<file path="src/rtl/counter_sequencer.sv">
// counter_sequencer: sequences an external 8-bit loadable up-counter.
// Each run loads START_VAL, lets the counter climb to END_VAL (wrapping
// through 255->0 if needed), and repeats for REPS passes (REPS=0 means
// run until STOP).
// Handshake: START is taken only while BUSY=0 (and STOP=0). BUSY stays high
// from the edge that accepts START until the run ends. A normal end is
// marked by a single-cycle DONE while BUSY is still high. An abort (STOP,
// reset or watchdog) ends with BUSY falling and no DONE.
// Optional watchdog: define COUNTER_SEQ_WATCHDOG_EN to abort a pass that
// sees no END match within 256 RUN cycles and raise a sticky FAULT.
// dbg_state exposes the FSM state for debug.
module counter_sequencer #(
  parameter int WIDTH = 8,
  parameter int REP_W = 4
) (
  input  logic             CLK,
  input  logic             RST,
  input  logic             START,
  input  logic             STOP,
  input  logic [WIDTH-1:0] START_VAL,
  input  logic [WIDTH-1:0] END_VAL,
  input  logic [REP_W-1:0] REPS,
  input  logic [WIDTH-1:0] CNT_IN,
  output logic             CNT_LOAD,
  output logic             CNT_ENA,
  output logic [WIDTH-1:0] CNT_DATA,
  output logic             BUSY,
  output logic             DONE,
  output logic [REP_W-1:0] PASS_CNT,
  output logic             FAULT,
  output logic [1:0]       dbg_state
);

  typedef enum logic [1:0] {
    S_IDLE = 2'd0,
    S_LOAD = 2'd1,
    S_RUN  = 2'd2,
    S_DONE = 2'd3
  } state_t;

  state_t           state_q, state_d;
  logic [WIDTH-1:0] start_q, start_d;
  logic [WIDTH-1:0] end_q, end_d;
  logic [REP_W-1:0] reps_q, reps_d;
  logic [REP_W-1:0] pass_q, pass_d;
  logic [REP_W-1:0] pass_inc;
  logic             match;

`ifdef COUNTER_SEQ_WATCHDOG_EN
  logic [8:0]       wd_q, wd_d;
  logic [8:0]       wd_inc;
  logic             fault_q, fault_d;
`endif

  // The pass ends when the counter shows the latched end value.
  assign match    = (CNT_IN == end_q);
  assign pass_inc = pass_q + 1'b1;

`ifdef COUNTER_SEQ_WATCHDOG_EN
  assign wd_inc   = wd_q + 9'd1;
`endif

  // Next-state and output decode; CNT_ENA in RUN is Mealy so the counter
  // is frozen in the very cycle it presents the end value.
  always_comb begin
    state_d  = state_q;
    start_d  = start_q;
    end_d    = end_q;
    reps_d   = reps_q;
    pass_d   = pass_q;
    CNT_LOAD = 1'b0;
    CNT_ENA  = 1'b0;
    DONE     = 1'b0;
`ifdef COUNTER_SEQ_WATCHDOG_EN
    wd_d     = wd_q;
    fault_d  = fault_q;
`endif
    case (state_q)
      S_IDLE: begin
        if (START && !STOP) begin
          start_d = START_VAL;
          end_d   = END_VAL;
          reps_d  = REPS;
          pass_d  = '0;
`ifdef COUNTER_SEQ_WATCHDOG_EN
          fault_d = 1'b0;
`endif
          state_d = S_LOAD;
        end
      end
      S_LOAD: begin
        CNT_LOAD = 1'b1;
        CNT_ENA  = 1'b1;
`ifdef COUNTER_SEQ_WATCHDOG_EN
        wd_d     = '0;
`endif
        state_d  = STOP ? S_IDLE : S_RUN;
      end
      S_RUN: begin
        CNT_ENA = !match;
        if (match) begin
          pass_d = pass_inc;
          if ((reps_q != '0) && (pass_inc == reps_q)) state_d = S_DONE;
          else                                        state_d = S_LOAD;
        end
`ifdef COUNTER_SEQ_WATCHDOG_EN
        else begin
          wd_d = wd_inc;
          if (wd_inc == 9'd256) begin
            state_d = S_IDLE;
            fault_d = 1'b1;
          end
        end
`endif
        if (STOP) state_d = S_IDLE;
      end
      S_DONE: begin
        DONE    = !STOP;
        state_d = S_IDLE;
      end
      default: state_d = S_IDLE;
    endcase
  end

  // State and latched run parameters; everything clears on reset.
  always_ff @(posedge CLK or negedge RST) begin
    if (!RST) begin
      state_q <= S_IDLE;
      start_q <= '0;
      end_q   <= '0;
      reps_q  <= '0;
      pass_q  <= '0;
    end else begin
      state_q <= state_d;
      start_q <= start_d;
      end_q   <= end_d;
      reps_q  <= reps_d;
      pass_q  <= pass_d;
    end
  end

`ifdef COUNTER_SEQ_WATCHDOG_EN
  // Watchdog cycle counter and sticky fault flag.
  always_ff @(posedge CLK or negedge RST) begin
    if (!RST) begin
      wd_q    <= '0;
      fault_q <= 1'b0;
    end else begin
      wd_q    <= wd_d;
      fault_q <= fault_d;
    end
  end

  assign FAULT = fault_q;
`else
  assign FAULT = 1'b0;
`endif

  assign BUSY      = (state_q != S_IDLE);
  assign CNT_DATA  = start_q;
  assign PASS_CNT  = pass_q;
  assign dbg_state = state_q;

endmodule

</file>
<file path="config.mk">
export PLATFORM = sky130hd
export DESIGN_NAME = counter_sequencer
export DESIGN_NICKNAME = d
export VERILOG_FILES = /design/src/rtl/counter_sequencer.sv
export SDC_FILE = /design/constraint.sdc
export NUM_CORES = 1
export LEC_CHECK = 0
export BUFFER_PORTS_ARGS = -buffer_cell sky130_fd_sc_hd__buf_2
export CAP_MARGIN = 20
export CORE_ASPECT_RATIO = 1.25
export CORE_MARGIN = 4
export CORE_UTILIZATION = 51
export DETAILED_ROUTE_END_ITERATION = 10
export GPL_TIMING_DRIVEN = 1
export HOLD_SLACK_MARGIN = 0.15
export PLACE_DENSITY = 0.83
export SYNTH_ARGS = -nofsm -noshare
export SYNTH_HDL_FRONTEND = slang
export SYNTH_SLANG_ARGS = --single-unit
</file>
<file path="constraint.sdc">
create_clock -name CLK -period 2.9 [get_ports CLK]
set_input_delay 0.725 -clock CLK [delete_from_list [all_inputs] [get_ports CLK]]
set_output_delay 0.725 -clock CLK [all_outputs]
set_load 0.1 [all_outputs]
</file>
Word-level counts from Yosys, hierarchy flattened
Index checks and enable logic that the tools add are counted.
- register bits after elaboration: 26
- input bits: 32
- output and inout port bits: 19
- logic and storage cells: 37
- add/subtract/negate cells: 1
- eq/ne operators: 8
- multiplexer cells: 12
- reductions and logical operators: 11
- operators with widths (cell ; number):
    $mux 2 ; 5
    $eq 8x8->1 ; 1
    $mux 4 ; 2
    $pmux 2 s4 ; 1
    $pmux 4 s2 ; 1
    $add 4x1->4 const B ; 1
    $eq 2x2->1 const B ; 2
    $eq 4x4->1 ; 1
    $ne 2x2->1 const B ; 2
    $reduce_and 2->1 ; 2
    $reduce_bool 2->1 ; 2
    $reduce_bool 4->1 ; 1
    $ne 3x3->1 const B ; 1
    $reduce_and 3->1 ; 1
    $eq 2x1->1 const B ; 1
    $logic_and 1x1->1 ; 2
    $logic_not 1->1 ; 2
    $logic_not 2->1 ; 1
    $mux 1 ; 2
    $pmux 1 s2 ; 1

Logic depth before layout (Yosys ltp)
- word-level depth: 7
- gate-level depth with buffers: 7
- depth with buffers taken out: 6

Worst setup path before layout
Ideal clock, no wire load.
- kind: register -> output
- from: reg state_q[0], in the netlist dbg_state[0]
- to: out CNT_ENA
- arrival: 2.775 ns
- data required time: 2.175 ns
- slack: -0.600 ns
- cell stages (with the launch flop): 3
- path buffers: 0
- cell sequence: dfrtp_1 -> ha_1 -> o21a_1
- word-level cells in the longest chain between the ends: 2
- elaborated cells between the ends (all ways): 3
- classes of those cells: eq/ne (2); mux (1)
- ends and longest elaborated chain (element ; RTL line ; source):
    start, declared ; 41 ; state_t state_q, state_d;
    start signal, assigned ; 134 ; state_q <= state_d;
    $eq 2x2->1 / $eq 2x1->1 (equally long branches) ; 78 ; case (state_q)
    $pmux 1 s2 (*) ; 78 ;
    end, declared ; 25 ; output logic CNT_ENA,
Every way passes the cells marked *; elsewhere a longest branch is shown, timed or not.

Worst setup path in the final report
Ends and elaborated chain as after synthesis.

==> impl_results.md <==
* Setup_tns at 0 ns
* Grt total ovfl at 0
* Rows at 20
* # diodes at 0
* Instance count of the mapped netlist at 149
* R2R depth at 7
* Seq cells post-synth at 26
* Slowest cell on crit path: dfrtp_1
* Worst r2r src: dbg_state[1]$_DFFE_PN0P_
* Setup crit start kind: flip-flop
* Fraction of registers with async set or reset after synthesis at 100%
* CORE AREA at 2450 sq um
* Starting Density at 53.7%
* Fin. Hold Viols at 0
* Vias at 1139
* Layout Utilization at 66.4%
* Post-DR vias/cell at 4.93
* CP peak stage delay at 0.44 ns
* Maximum clock rate at 378 MHz
* Maximum VDD drop at 1.02 mV
* P_leak at 0.920 nW
* Fin cells at 231
* Cell internal pwr at 852 uW
* Syn_nets at 186
* Mapped cell area at 1320 sq um
* Post-Place Cells at 227
* Most used cell, CP: o21a_1
* Final instance area at 1630 sq um
* P per Cell Area at 1250 nW/um^2
* Max-slew violation count at 0
* Cell taking the most area after synthesis: dfrtp_1
* Clock Latency Late Sink at 0.31 ns
* CP Class: flip-flop to output port
* Worst R2R End: dbg_state[0]$_DFFE_PN0P_
* TritonCTS Buffers at 3
* Final #Nets at 236
* Overall Global Routing Usage at 18.1%
* Layout area overhead at 23.8%
* Clock transition at path regs at 0.13 ns
* Relative slew slack at 61.0%
* Seq pwr share at 30.4%
* CP bufs+invs at 2
* Crit path max fanout at 9
* Status: finished, final reports clean
* Die height at 64.8 um
* Post-CTS sizing at 0
* Setup violations, final at 0
* Die W at 53.4 um
* Port-buffer cells at 49
* Crit path required time at 2.17 ns
* Sequential fraction of the synthesis area at 49.4%
* Share of cells above drive strength 1 at 29.3%
* # hold bufs at CTS at 0
* Sw frac at 58.1%
* Crit path DAT at 1.92 ns
* Initial antenna violation count at 0
* Post-CTS Setup Repair Bufs at 0
* Unrepaired setup endpoints after global routing: false
* Largest net degree at the start of global routing at 27
* Crit path max-delay family: buffers and inverters
* Routed WL at 2780 um
* Number of synthesized flops with an enable pin at 0
* RD Place Congestion at 0.772
* Max_cap viols at 0
* P_sw at 1.18 mW
* Crit end category: output port
* Synth area leaders: dfrtp_1 49%, nand2_1 18%, xnor2_1 6.7%
* Clk sink count at 26
* Post-DP Area at 1590 sq um
* Fin crit share at 91.3%
* CTS H-tree lvls at 1
* Pre-antenna DRT Iters at 4
* Synth Flop Type: dfrtp_1
* Final HPWL DP at 2220 um
* DRC Markers at 0
* HP Class: input port to asynchronous set/reset pin
* Vias in the first global route at 1157
* Root buffer cell: clkbuf_4
* Yosys warns at 0
* Routed wire per std cell at 12.0 um
* Final ANT Viol Nets at 0
* Die footprint at 3460 sq um
* CTS tree: yes
* # fillers at 222
* First-pass GRT wire length at 4720 um
* Comb pwr share at 60.8%
* Avg Inst Size Synth at 8.83 sq um
* Area share of the largest cell type after synthesis at 49.4%
* Yosys cell types at 28
* Boundary Pins at 51
* Crit path time final at 2.65 ns
* Max Clock Skew at 0.000857 ns
* R2r setup slk at 0.97 ns
* CP Cell Sequence: inv_1 -> ha_1 -> o21a_1 -> o21a_1 -> buf_2
* Worst Max-Slew Pin Slew at 0.584 ns
* DRT iter0 DRCs at 25
* Max Root-Sink Buffers at 2
* Clock power share at 8.8%
==> sequential cells by signal, summed over array words and instances (netlist names) <==
register,flops
CNT_DATA,8
end_q,8
PASS_CNT,4
reps_q,4
dbg_state,2
==> per-layer routing <==
layer | track usage (%) | wire length, um
met1 | 20.1 | 1100
met2 | 33.7 | 1530
met3 | 2.76 | 132
met4 | 5.75 | 20
met5 | 0 | 0
==> logic make-up after synthesis <==
logic type,after synthesis,synth area share (%)
xor+xnor,13,8.65
simple gates,78,24.8
buf+inv,10,3.14
other cells,1,0.285
flops,26,49.4
mux,1,0.760
fa+ha+maj,5,4.75
compound gates,15,8.17
==> cells in the mapped netlist (2+ instances only) <==
| cell type | n |
|---|---|
| inv_1 | 5 |
| o21ai_0 | 3 |
| xor2_1 | 3 |
| nor2b_1 | 3 |
| a21oi_1 | 3 |
| nand4_1 | 3 |
| o21a_1 | 2 |
| nor2_1 | 2 |
| ha_1 | 5 |
| clkbuf_1 | 4 |
| nand2_1 | 64 |
| dfrtp_1 | 26 |
| a221o_1 | 2 |
| xnor2_1 | 10 |
==> worst register-to-register path, stage by stage (launching register included) <==
cell	delay, ns
dfrtp_1	0.44
inv_1	0.12
ha_1	0.26
nand3b_1	0.10
buf_4	0.22
inv_1	0.47
o21ai_0	0.18
nand2_1	0.08
==> per-stage QoR <==
step / hold WS [ns] / setup WS [ns] / total power [mW]
2_1_floorplan: 0.429 / -0.309 / 1.66
3_3_place_gp: 0.455 / 0.398 / 1.84
3_5_place_dp: 0.457 / 0.382 / 1.88
4_1_cts: 0.394 / 0.233 / 2.05
5_1_grt: 0.411 / 0.122 / 2.16
6_report: 0.379 / 0.252 / 2.04
==> worst max-delay path by stage <==
| stage | to | slack, ns | startpoint | cells after the start |
|---|---|---|---|---|
| after floorplan | CNT_ENA | -0.31 | dbg_state[0]$_DFFE_PN0P_ | 2 |
| after global placement | CNT_ENA | 0.40 | CNT_IN[4] | 6 |
| after detailed placement | CNT_ENA | 0.38 | CNT_IN[3] | 6 |
| after CTS | CNT_ENA | 0.23 | dbg_state[0]$_DFFE_PN0P_ | 5 |
| after global routing | CNT_ENA | 0.12 | dbg_state[0]$_DFFE_PN0P_ | 5 |
| final | CNT_ENA | 0.25 | dbg_state[0]$_DFFE_PN0P_ | 5 |
==> cell type report <==
class | instances | area (sq um) | area share [%]
sequential | 26 | 651 | 39.9
multi-input combinational | 113 | 629 | 38.6
timing repair buffer | 50 | 253 | 15.5
tap | 33 | 41.3 | 2.53
clock buffer | 4 | 36.3 | 2.23
inverter | 5 | 18.8 | 1.15
==> layout by cell type (no fill, tap or decap) <==
master	netlist	layout
ha_2	0	1
dfrtp_1	26	26
a31o_2	1	1
a32o_1	1	1
buf_2	0	49
a22o_2	1	1
clkbuf_8	0	1
xnor2_1	10	10
mux2i_1	1	1
xor2_1	3	3
nand3_1	1	1
ha_1	5	4
nand2_1	64	64
o22ai_1	1	1
a221o_1	2	2
buf_4	1	1
nand4_1	3	3
a21o_1	1	1
conb_1	1	1
a21oi_1	3	3
o21ai_0	3	3
o21a_1	2	2
nor3b_1	1	1
nor2_1	2	2
nand3b_1	1	1
nor2b_1	3	2
inv_1	5	5
and3_1	1	1
and3b_1	1	1
clkbuf_4	0	3
and2_0	1	1
nor2b_2	0	1
==> power by group through the flow <==
stage,clock [mW],combinational (mW),sequential [mW]
global placement,0,1.22,0.621
CTS,0.185,1.25,0.622
global route,0.200,1.31,0.643
floorplan,0,0.515,1.14
finish,0.179,1.24,0.619
detailed placement,0,1.24,0.632
No activity file was read; power rests on OpenSTA's default activity.
